### src/rtl/cache_line_writeback_if.sv
// Write-back word stream from the cache to the next memory level.
// The master drives one word per valid/ready handshake.
interface cache_line_writeback_if #(
    parameter int CW = 3,
    parameter int DW = 8
);
    logic          valid;
    logic          ready;
    logic [DW-1:0] data;
    logic [CW-1:0] idx;
    logic          last;

    modport master (
        output valid, data, idx, last,
        input  ready
    );

    modport slave (
        input  valid, data, idx, last,
        output ready
    );
endinterface

### src/rtl/cache_line_writeback.sv
// Reads one cache line out of the data RAM in fill order
// and streams it word by word to the memory-side port.
module cache_line_writeback #(
    parameter int WORDS = 8,
    parameter int CW    = 3,
    parameter int AW    = 11,
    parameter int DW    = 8
) (
    input  logic                clk,
    input  logic                reset,
    input  logic                start,
    input  logic [AW-CW-1:0]    line_base,
    output logic [AW-1:0]       ram_addr,
    output logic                ram_rd,
    input  logic [DW-1:0]       ram_dout,
    cache_line_writeback_if.master wb,
    output logic                busy,
    output logic                done
);
    typedef enum logic [2:0] {
        IDLE,
        READ,
        WAIT,
        SEND,
        DONE
    } state_t;

    localparam logic [CW-1:0] LAST = CW'(WORDS - 1);

    state_t           state;
    logic [AW-CW-1:0] base;
    logic [CW-1:0]    cnt;
    logic [DW-1:0]    data;
    logic             valid;
    logic             last;

    assign wb.valid = valid;
    assign wb.data  = data;
    assign wb.idx   = cnt;
    assign wb.last  = last;

    always_ff @(posedge clk) begin
        if (reset) begin
            state    <= IDLE;
            base     <= '0;
            cnt      <= '0;
            data     <= '0;
            valid    <= 1'b0;
            last     <= 1'b0;
            ram_addr <= '0;
            ram_rd   <= 1'b0;
            busy     <= 1'b0;
            done     <= 1'b0;
        end else begin
            ram_rd <= 1'b0;
            done   <= 1'b0;
            unique case (state)
                IDLE: begin
                    if (start) begin
                        base     <= line_base;
                        cnt      <= '0;
                        ram_addr <= {line_base, {CW{1'b0}}};
                        ram_rd   <= 1'b1;
                        busy     <= 1'b1;
                        state    <= READ;
                    end
                end
                READ: begin
                    state <= WAIT;
                end
                WAIT: begin
                    // RAM data is valid one cycle after the read strobe
                    data  <= ram_dout;
                    valid <= 1'b1;
                    last  <= (cnt == LAST);
                    state <= SEND;
                end
                SEND: begin
                    if (wb.ready) begin
                        valid <= 1'b0;
                        last  <= 1'b0;
                        if (cnt == LAST) begin
                            done  <= 1'b1;
                            state <= DONE;
                        end else begin
                            cnt      <= cnt + 1'b1;
                            ram_addr <= {base, cnt + 1'b1};
                            ram_rd   <= 1'b1;
                            state    <= READ;
                        end
                    end
                end
                DONE: begin
                    busy  <= 1'b0;
                    state <= IDLE;
                end
                default: state <= IDLE;
            endcase
        end
    end
endmodule

### src/flat_wrapper.sv
// flat-port wrapper written by rule: the top's interface ports become plain ports
module cache_line_writeback_flat 
#(
    parameter int WORDS = 8,
    parameter int CW    = 3,
    parameter int AW    = 11,
    parameter int DW    = 8
)
  (clk, reset, start, line_base, ram_addr, ram_rd, ram_dout, busy, done, wb_valid, wb_data, wb_idx, wb_last, wb_ready);
  cache_line_writeback_if #(.CW(CW), .DW(DW)) wb_i ();
  input  logic clk;
  input  logic reset;
  input  logic start;
  input  logic [AW-CW-1:0] line_base;
  output logic [AW-1:0] ram_addr;
  output logic ram_rd;
  input  logic [DW-1:0] ram_dout;
  output logic busy;
  output logic done;
  output wire logic [$bits(wb_i.valid)-1:0] wb_valid;
  output wire logic [$bits(wb_i.data)-1:0] wb_data;
  output wire logic [$bits(wb_i.idx)-1:0] wb_idx;
  output wire logic [$bits(wb_i.last)-1:0] wb_last;
  input wire logic [$bits(wb_i.ready)-1:0] wb_ready;
  assign wb_valid = wb_i.valid;
  assign wb_data = wb_i.data;
  assign wb_idx = wb_i.idx;
  assign wb_last = wb_i.last;
  assign wb_i.ready = wb_ready;
  cache_line_writeback #(.WORDS(WORDS), .CW(CW), .AW(AW), .DW(DW)) u_core (.clk(clk), .reset(reset), .start(start), .line_base(line_base), .ram_addr(ram_addr), .ram_rd(ram_rd), .ram_dout(ram_dout), .wb(wb_i), .busy(busy), .done(done));
endmodule
### config.mk
export PLATFORM = sky130hd
export DESIGN_NAME = cache_line_writeback_flat
export DESIGN_NICKNAME = d
export VERILOG_FILES = /design/src/rtl/cache_line_writeback_if.sv /design/src/rtl/cache_line_writeback.sv /design/src/flat_wrapper.sv
export SDC_FILE = /design/constraint.sdc
export NUM_CORES = 1
export LEC_CHECK = 0
export BUFFER_PORTS_ARGS = -buffer_cell sky130_fd_sc_hd__buf_2
export CAP_MARGIN = 40
export CORE_ASPECT_RATIO = 1.1
export CORE_MARGIN = 1.5
export CORE_UTILIZATION = 50
export DETAILED_ROUTE_END_ITERATION = 8
export PLACE_DENSITY = 0.78
export SLEW_MARGIN = 20
export SYNTH_ARGS = -nofsm -noshare
export SYNTH_HDL_FRONTEND = slang
export SYNTH_SLANG_ARGS = --single-unit
### constraint.sdc
create_clock -name clk -period 1.9 [get_ports clk]
set_input_delay 0.285 -clock clk [delete_from_list [all_inputs] [get_ports clk]]
set_output_delay 0.285 -clock clk [all_outputs]
set_load 0.01 [all_outputs]
==> results_dict.tcl, run 1 <==
set metrics [dict create \
    drv_cap 0 \
    grt_first_pass_wirelength_mm 5.31 \
    rsz0062_at_grt "false" \
    initial_core_util 0.519 \
    grt_max_degree 22 \
    drc 0 \
    gr-usage-met2 0.316 \
    fill_cells 273 \
    place_congestion 0.763 \
    grt_util_met1 0.255 \
    synth_edf_count 0 \
    antenna_found_initial 0 \
    cp_top_family "simple AND/OR/NAND/NOR gates" \
    postSynth.asyncResetShare 0 \
    crit_required_ns 2.16 \
    hold_viol 0 \
    grt_pass1_vias 1126 \
    antenna_cells 0 \
    clk_pin_slew_ns 0.10 \
    seqPwrFrac 0.554 \
    crit_top_cell "ha_1" \
    die-area_um2 3450 \
    viasPerCell 5.31 \
    p_leak_nw 0.859 \
    synth_nets 175 \
    overflow 0 \
    crit_path_cell_trace "ha_1, ha_1, and4b_4, nand2b_1, a221oi_2" \
    tightest_slew_ns 0.493 \
    slew_violations 0 \
    ir_drop_mv 0.571 \
    intPower_mw 1.06 \
    htreeDepth 2 \
    tritoncts "built" \
    synth_cell_type_count 31 \
    yosys.area.top_type_share 0.451 \
    syn_avg_cell_area_um2 10.2 \
    grt_use_total 0.203 \
    p_switching_uw 438 \
    critPathKind "flip-flop to flip-flop" \
    setup_tns_ns 0 \
    synth_flop_cell "dfxtp_1" \
    nNetsFinal 215 \
    cts_setup_buffers 0 \
    hold_path.class "input pin to flip-flop" \
    combPwrFrac 0.191 \
    num_rows 21 \
    ys_top_cells_by_count "dfxtp_1 (35), nand2_1 (20), nor2_1 (19), mux2i_1 (18), a21oi_1 (10)" \
    final.min_clock_period_ns 1.80 \
    die_y_um 61.5 \
    postSynthCellCount 153 \
    startpoint_type "flip-flop" \
    status "complete, no violations" \
    ant_nets 0 \
    fin_crit_sh 0.946 \
    clkPwrFrac 0.256 \
    dieWidth_um 56.2 \
    relSlewSlack 0.671 \
    insertion_delay_ns 0.34 \
    switching_share 0.292 \
    yosysMostFrequentCell "dfxtp_1" \
    wire_per_inst_um 13.5 \
    ys_warn_count 0 \
    max_stage_delay_ns 0.36 \
    layoutNonFillerInstCount 228 \
    cts-root-buf "clkbuf_4" \
    dpl.cell_count 220 \
    wl_mm 3.09 \
    crit_arrival_ns 2.06 \
    met3_usage 0.0756 \
    hold_buffers 0 \
    synthAdderAreaFrac 0.0161 \
    yosysTopAreaCell "dfxtp_1" \
    synth-compound-area-share 0.138 \
    cp.buffers_inverters 0 \
    num_io_pins 47 \
    routed-via-count 1211 \
    numCtsBuffers 5 \
    yosysSeqAreaShare 0.451 \
    cp-end-kind "flip-flop" \
    clock_path_buffers 2 \
    area_growth_pct 15.0 \
    dp_hpwl_mm 2.22 \
    cp_max_fo 8 \
    fin_worst_skew_ns 0.00937 \
    cellPowerDensity_nw_per_um2 838 \
    core_um2 3000 \
    drt_iter0_drc 20 \
    syn_area_um2 1560 \
    ys_seq_elements 35 \
    setup_viol 0 \
    synth_top_family_by_area "simple AND/OR/NAND/NOR gates" \
    cts_sinks 35 \
    yosys-top-cells-area "dfxtp_1 (45%), mux2i_1 (12%), a221oi_2 (7.7%)" \
    max_freq_ghz 0.557 \
    crit_slowest_cell "dfxtp_1" \
    port_buffers 46 \
    drive_gt1_frac 0.376 \
    drt_first_pass_iters 4 \
    busiest_layer "met2" \
    finalPower_mw 1.50 \
    synth-simple-area-share 0.203 \
    synth_xor_area_frac 0 \
    synth_mux_area_frac 0.116 \
    cts_resized 0 \
]
==> state kept, by name, summed over array words and instances, names as in the netlist <==
name and count:
u_core.ram_addr 11, u_core.done 1, u_core.busy 1, u_core.state 3
u_core.ram_rd 1, u_core.wb.valid 1, u_core.base 8, u_core.wb.last 1
u_core.wb.data 8
==> cells by family (layout without fill, tap and decap cells) <==
kind of cell | after synthesis | after routing
multiplexers | 18 | 18
buffers and inverters | 17 | 58
AND/OR/NAND/NOR | 58 | 58
adder cells (fa/ha/maj) | 2 | 2
AO/OA/AOI/OAI | 23 | 23
flip-flops | 35 | 35
==> layout by cell type, fill, tap and decap left out, types with 2 or more instances in the layout <==
cell,count
nor2_1,19
dfxtp_1,35
ha_1,2
nor3_1,4
a221oi_2,8
nand2_1,20
clkbuf_4,5
nor2_2,2
a21oi_1,10
buf_4,3
clkbuf_1,2
mux2i_1,18
buf_2,46
or3b_2,2
==> worst min-delay path, delay by kind of cell <==
family | cells | cell delay (ns)
buffers and inverters | 1 | 0.08
muxes | 1 | 0.06
and+or+nand+nor | 1 | 0.07
==> per-stage QoR <==
step,util,hold slack [ns],area [um2],setup slack (ns)
floorplan,-,0.421,1560,0.258
CTS,0.597,0.167,1790,0.0911
finish,0.597,0.176,1790,0.104
detailed placement,0.581,0.446,1740,0.115
global route,0.597,0.179,1790,0.00616
global placement,0.581,0.441,1740,0.179
==> worst paths after layout <==
kind / start / to / slack (ns) / cells after the start
min reg2reg: u_core.base[2] / u_core.base[2] / 0.46 / 2
max: u_core.ram_addr[0] / u_core.ram_addr[7] / 0.10 / 5
min: ram_dout[3] / u_core.wb.data[3] / 0.18 / 3
max reg2reg: u_core.ram_addr[0] / u_core.ram_addr[7] / 0.10 / 5
==> area by class of cell <==
class | count | area (um2) | area share
clock inverter | 1 | 5.00 | 0.00280
tap | 34 | 42.5 | 0.0238
timing repair buffer | 49 | 253 | 0.141
clock buffer | 7 | 45.0 | 0.0252
multi-input combinational | 101 | 739 | 0.413
sequential | 35 | 701 | 0.392
inverter | 1 | 3.75 | 0.00210
==> metal layers <==
metal / wire, um / share of wire
met1: 1380 / 0.45
met4: 63 / 0.020
met3: 202 / 0.065
met2: 1440 / 0.47
met5: 0 / 0
==> power groups by stage <==
stage	Clock (mW)	Sequential [mW]	Combinational, mW
global route	0.429	0.839	0.316
global placement	0	0.845	0.276
detailed placement	0	0.846	0.287
floorplan	0	0.849	0.208
finish	0.383	0.830	0.286
CTS	0.387	0.830	0.288
No activity file was read; power rests on OpenSTA's default activity.
==> run 2: changes to the inputs <==
ABC_AREA = 1   (was unset)
==> run 2 against run 1 <==
Design area rose by 2.1%. Largest power group unchanged. Clock power rose by 5.2%. Synthesized area barely moved. Cell count rose by 31%.
==> results_dict.tcl, run 2 <==
set metrics [dict create \
    status "complete, no violations" \
    tightest_slew_ns 0.545 \
    syn_avg_cell_area_um2 7.01 \
    tritoncts "built" \
    postLayoutCellArea_um2 1830 \
    cts_resized 0 \
    max_freq_ghz 0.626 \
    viasPerCell 4.89 \
    endpoint "u_core.ram_addr[8]" \
    clock_path_buffers 2 \
    die_y_um 61.5 \
    dp_hpwl_mm 2.21 \
    startpoint_type "flip-flop" \
    yosysTopAreaCell "dfxtp_1" \
    grt_first_pass_wirelength_mm 5.25 \
    syn_area_um2 1560 \
    critPathKind "flip-flop to flip-flop" \
    postSynth.asyncResetShare 0 \
    grt_max_degree 22 \
    clk_pin_slew_ns 0.11 \
    final.min_clock_period_ns 1.60 \
    nNetsFinal 286 \
    rsz0062_at_grt "false" \
    r2r_start "u_core.ram_addr[0]" \
    layoutNonFillerInstCount 298 \
    drc 0 \
    ys_top_cells_by_count "nand2_1 (54), nor2_1 (41), dfxtp_1 (35), inv_1 (20)" \
    synth_nets 244 \
    drive_gt1_frac 0.242 \
    reg2reg_slack_ns 0.30 \
    fin_worst_skew_ns 0.0117 \
    numCtsBuffers 5 \
    grt_pass1_vias 1194 \
    synth_cell_type_count 21 \
    timing.rr.end "u_core.ram_addr[8]" \
    yosys-top-cells-area "dfxtp_1 (45%), nand2_1 (13%), nor2_1 (9.9%)" \
    yosysSeqAreaShare 0.450 \
    place_congestion 0.791 \
    drv_cap 0 \
    hold_slack_ns 0.197 \
    routed-via-count 1458 \
    relSlewSlack 0.636 \
    area_growth_pct 17.4 \
    port_buffers 46 \
    antenna_found_initial 0 \
    htreeDepth 2 \
    drt_first_pass_iters 4 \
    antenna_cells 0 \
    synth_flop_cell "dfxtp_1" \
    die-area_um2 3460 \
    insertion_delay_ns 0.34 \
    grt_use_total 0.195 \
    p_leak_nw 0.938 \
    setup_tns_ns 0 \
    dpl.cell_count 291 \
    core_um2 3000 \
    crit_arrival_ns 1.85 \
    initial_core_util 0.520 \
    cp_max_fo 15 \
    mostFrequentLayoutCells "nand2_1 (54), buf_2 (46), nor2_1 (41), dfxtp_1 (35), inv_1 (20)" \
    top_register "u_core.ram_addr" \
    dieWidth_um 56.2 \
    ys_warn_count 0 \
    cts_setup_buffers 0 \
    wl_mm 3.13 \
    postSynthCellCount 222 \
    num_io_pins 47 \
    slew_violations 0 \
    num_rows 21 \
    crit_required_ns 2.15 \
    yosys.area.top_type_share 0.450 \
    fin_crit_sh 0.840 \
    overflow 0 \
    wire_per_inst_um 10.5 \
    hold_viol 0 \
    drt_iter0_drc 64 \
    hold_buffers 0 \
    dpl_cell_area_um2 1770 \
    worstRegToRegCells 8 \
    cellPowerDensity_nw_per_um2 910 \
    synth_edf_count 0 \
    reg_top3 "u_core.ram_addr x11, u_core.base x8, u_core.wb.data x8" \
    hold_path.class "input pin to flip-flop" \
    ir_drop_mv 0.580 \
    largest_reg_flops 11 \
    ant_nets 0 \
    cts_sinks 35 \
    yosysMostFrequentCell "nand2_1" \
    final_common_cell "nand2_1" \
    cp-end-kind "flip-flop" \
    cts-root-buf "clkbuf_4" \
    ys_seq_elements 35 \
    final_util 0.610 \
    setup_viol 0 \
    startpoint "u_core.ram_addr[0]" \
]
==> run 2: cell types whose count changed after synthesis, sizes merged, moves of 2 or more <==
cell,previous run,this run
nand3,0,15
or3b,2,0
mux2i,18,0
a221oi,8,0
a21oi,10,14
nor2,21,43
nand2,20,56
o21ai,0,10
nor3,4,0
nand4,0,8
inv,1,21
==> run 2: logic make-up (layout without fill, tap and decap cells) <==
kind of cell	after synthesis	count (layout)	synth area share
AO/OA/AOI/OAI	25	25	0.0812
adder cells (fa/ha/maj)	2	2	0.0161
buffers and inverters	35	77	0.103
flip-flops	35	35	0.450
AND/OR/NAND/NOR	125	125	0.350
==> run 2: where the power goes <==
part	switching [mW]	internal [mW]
clock network	0.232	0.171
logic	0.238	0.159
registers	0.0460	0.815
total	0.517	1.15
==> run 2: area by class of cell <==
type	instances	area, um2
Clock buffer	6	51.3
Multi-Input combinational cell	152	696
Sequential cell	35	701
Inverter	21	78.8
Clock inverter	1	5.00
Timing Repair Buffer	49	253
Tap cell	34	42.5
Fill cell	308	1170
==> run 2: worst min-delay path by stage <==
stage | start | end | slack, ns | cells past startpoint
CTS | ram_dout[1] | u_core.wb.data[1] | 0.19 | 3
floorplan | reset | u_core.busy | 0.35 | 1
finish | ram_dout[1] | u_core.wb.data[1] | 0.20 | 3
global placement | u_core.base[2] | u_core.base[2] | 0.45 | 2
detailed placement | u_core.base[1] | u_core.base[1] | 0.45 | 2
global route | ram_dout[6] | u_core.wb.data[6] | 0.18 | 3
==> run 2: through the flow <==
stage,worst slack (ns),power (mW)
floorplan,0.506,1.16
global placement,0.385,1.27
detailed placement,0.326,1.28
CTS,0.302,1.68
global route,0.120,1.79
finish,0.303,1.66
==> run 2: critical path, stage by stage, from the launching register on <==
cell	delay (ns)
dfxtp_1	0.35
ha_1	0.21
ha_1	0.24
nor2_1	0.14
nand2_2	0.18
nand2_1	0.12
inv_2	0.09
nor2_1	0.11
nor2_1	0.04
==> run 2: metal layers <==
layer	GRT usage	share of wire
met2	0.323	0.47
met5	0	0
met4	0.0748	0.0093
met1	0.250	0.47
met3	0.0504	0.050
==> run 3: changes to the inputs <==
CORE_UTILIZATION = 45   (was 50)
PLACE_DENSITY = 0.74   (was 0.78)
clock period = 1.3 ns   (was 1.9 ns; I/O delays follow)
==> run 3 against run 2 <==
Clock skew is 0.0070 ns lower. Non-clock buffer count is 14 higher. Global-route usage is 0.79 points lower. Highest routed layer unchanged. Via count is 5.6% higher. Sequential share of layout area is 3.6 points lower. Die area is 11% higher. Utilization is 0.20 points lower. Total power is 51% higher. Cell count is 9.7% higher. Clock power is 37% higher.
==> results_dict.tcl, run 3 (synthesis gave the netlist of run 2 again) <==
set metrics [dict create \
    status "complete, no violations" \
    fin_worst_skew_ns 0.00470 \
    ir_drop_mv 0.662 \
    crit_arrival_ns 1.51 \
    dpl_cell_area_um2 1890 \
    tritoncts "built" \
    antenna_found_initial 0 \
    num_io_pins 47 \
    slew_violations 0 \
    max_stage_delay_ns 0.35 \
    reg_top3 "u_core.ram_addr x11, u_core.base x8, u_core.wb.data x8" \
    core_um2 3330 \
    setup_tns_ns 0 \
    port_buffers 46 \
    crit_required_ns 1.53 \
    die_y_um 64.7 \
    htreeDepth 2 \
    finalPower_mw 2.51 \
    relSlewSlack 0.815 \
    antenna_cells 0 \
    drt_iter0_drc 53 \
    final_util 0.608 \
    max_freq_ghz 0.783 \
    layoutNonFillerInstCount 327 \
    overflow 0 \
    routed-via-count 1539 \
    critPathKind "flip-flop to flip-flop" \
    crit_top_cell "ha_4" \
    grt_first_pass_wirelength_mm 5.45 \
    largest_reg_flops 11 \
    hold_viol 0 \
    drive_gt1_frac 0.330 \
    cts_sinks 35 \
    numCtsBuffers 5 \
    clock_path_buffers 2 \
    setup_viol 0 \
    dp_hpwl_mm 2.39 \
    drv_cap 0 \
    grt_use_total 0.187 \
    timing.final.ws_setup_ns 0.0226 \
    cellPowerDensity_nw_per_um2 1240 \
    num_rows 22 \
    crit_path_cell_trace "ha_4, ha_4, nor2_4, nand2_2, buf_6, a21oi_1, nor2_1" \
    wire_per_inst_um 10.2 \
    die-area_um2 3820 \
    tightest_slew_ns 0.278 \
    drt_first_pass_iters 4 \
    mostFrequentLayoutCells "nand2_1 (51), buf_2 (46), nor2_1 (38), dfxtp_1 (32), inv_1 (20)" \
    drc 0 \
    cp_max_fo 7 \
    rsz0062_at_grt "true" \
    top_register "u_core.ram_addr" \
    grt_pass1_vias 1283 \
    clk_pin_slew_ns 0.10 \
    p_leak_nw 1.02 \
    dieWidth_um 59.1 \
    hold_path.class "input pin to flip-flop" \
    wl_mm 3.34 \
    startpoint_type "flip-flop" \
    area_growth_pct 30.1 \
    final_common_cell "nand2_1" \
    ant_nets 0 \
    grt_max_degree 15 \
    initial_core_util 0.467 \
    cp-end-kind "flip-flop" \
    hold_buffers 0 \
    insertion_delay_ns 0.33 \
    hold_slack_ns 0.105 \
    fill_cells 331 \
    post-place-ws_ns -0.00117 \
    postLayoutCellArea_um2 2020 \
    fin_crit_sh 0.983 \
    crit_slowest_cell "dfxtp_2" \
    viasPerCell 4.71 \
    final.min_clock_period_ns 1.28 \
    nNetsFinal 300 \
    place_congestion 0.749 \
    dpl.cell_count 318 \
    cts-root-buf "clkbuf_4" \
]
[run 3: cell type report]
cell class / instances / area, um2 / area share
Inverter: 21 / 81.3 / 0.0402
Sequential cell: 35 / 704 / 0.348
Timing Repair Buffer: 63 / 369 / 0.182
Clock buffer: 7 / 45.0 / 0.0222
Multi-Input combinational cell: 152 / 759 / 0.375
Tap cell: 48 / 60.1 / 0.0297
Clock inverter: 1 / 5.00 / 0.00247
[run 3: worst paths after layout]
path	slack, ns	start	end	depth (start not counted)
max reg2reg	0.02	u_core.ram_addr[0]	u_core.ram_addr[1]	7
min	0.11	ram_dout[6]	u_core.wb.data[6]	3
max	0.02	u_core.ram_addr[0]	u_core.ram_addr[1]	7
min reg2reg	0.47	u_core.base[7]	u_core.base[7]	2
[run 3: repair_timing]
item / CTS / global route
endpoints found under the setup margin: 4 / 20
resized for setup: 2 / 17
pin swaps: 0 / 7
buffers inserted: 1 / 0
[run 3: where the power goes]
group | total, mW | switching (mW) | internal, mW
clock | 0.553 | 0.342 | 0.211
combinational | 0.689 | 0.383 | 0.306
sequential | 1.26 | 0.0705 | 1.19
[run 3: worst max-delay path: cells and delay by family (launching register included)]
family | cells | cell delay (ns)
and+or+nand+nor | 3 | 0.24
buffers and inverters | 1 | 0.15
AOI/OAI and AO/OA | 1 | 0.12
DFF | 1 | 0.35
adders and majority gates | 2 | 0.33
[run 3: metal layers]
metal | vias to the layer above | GRT usage | routed length (um) | share of wire
met5 | - | 0 | 0 | 0
met4 | 0 | 0.0767 | 64 | 0.019
met3 | 6 | 0.0539 | 111 | 0.033
met2 | 33 | 0.308 | 1670 | 0.50
met1 | 688 | 0.225 | 1500 | 0.45
li1 | 812 | - | - | -
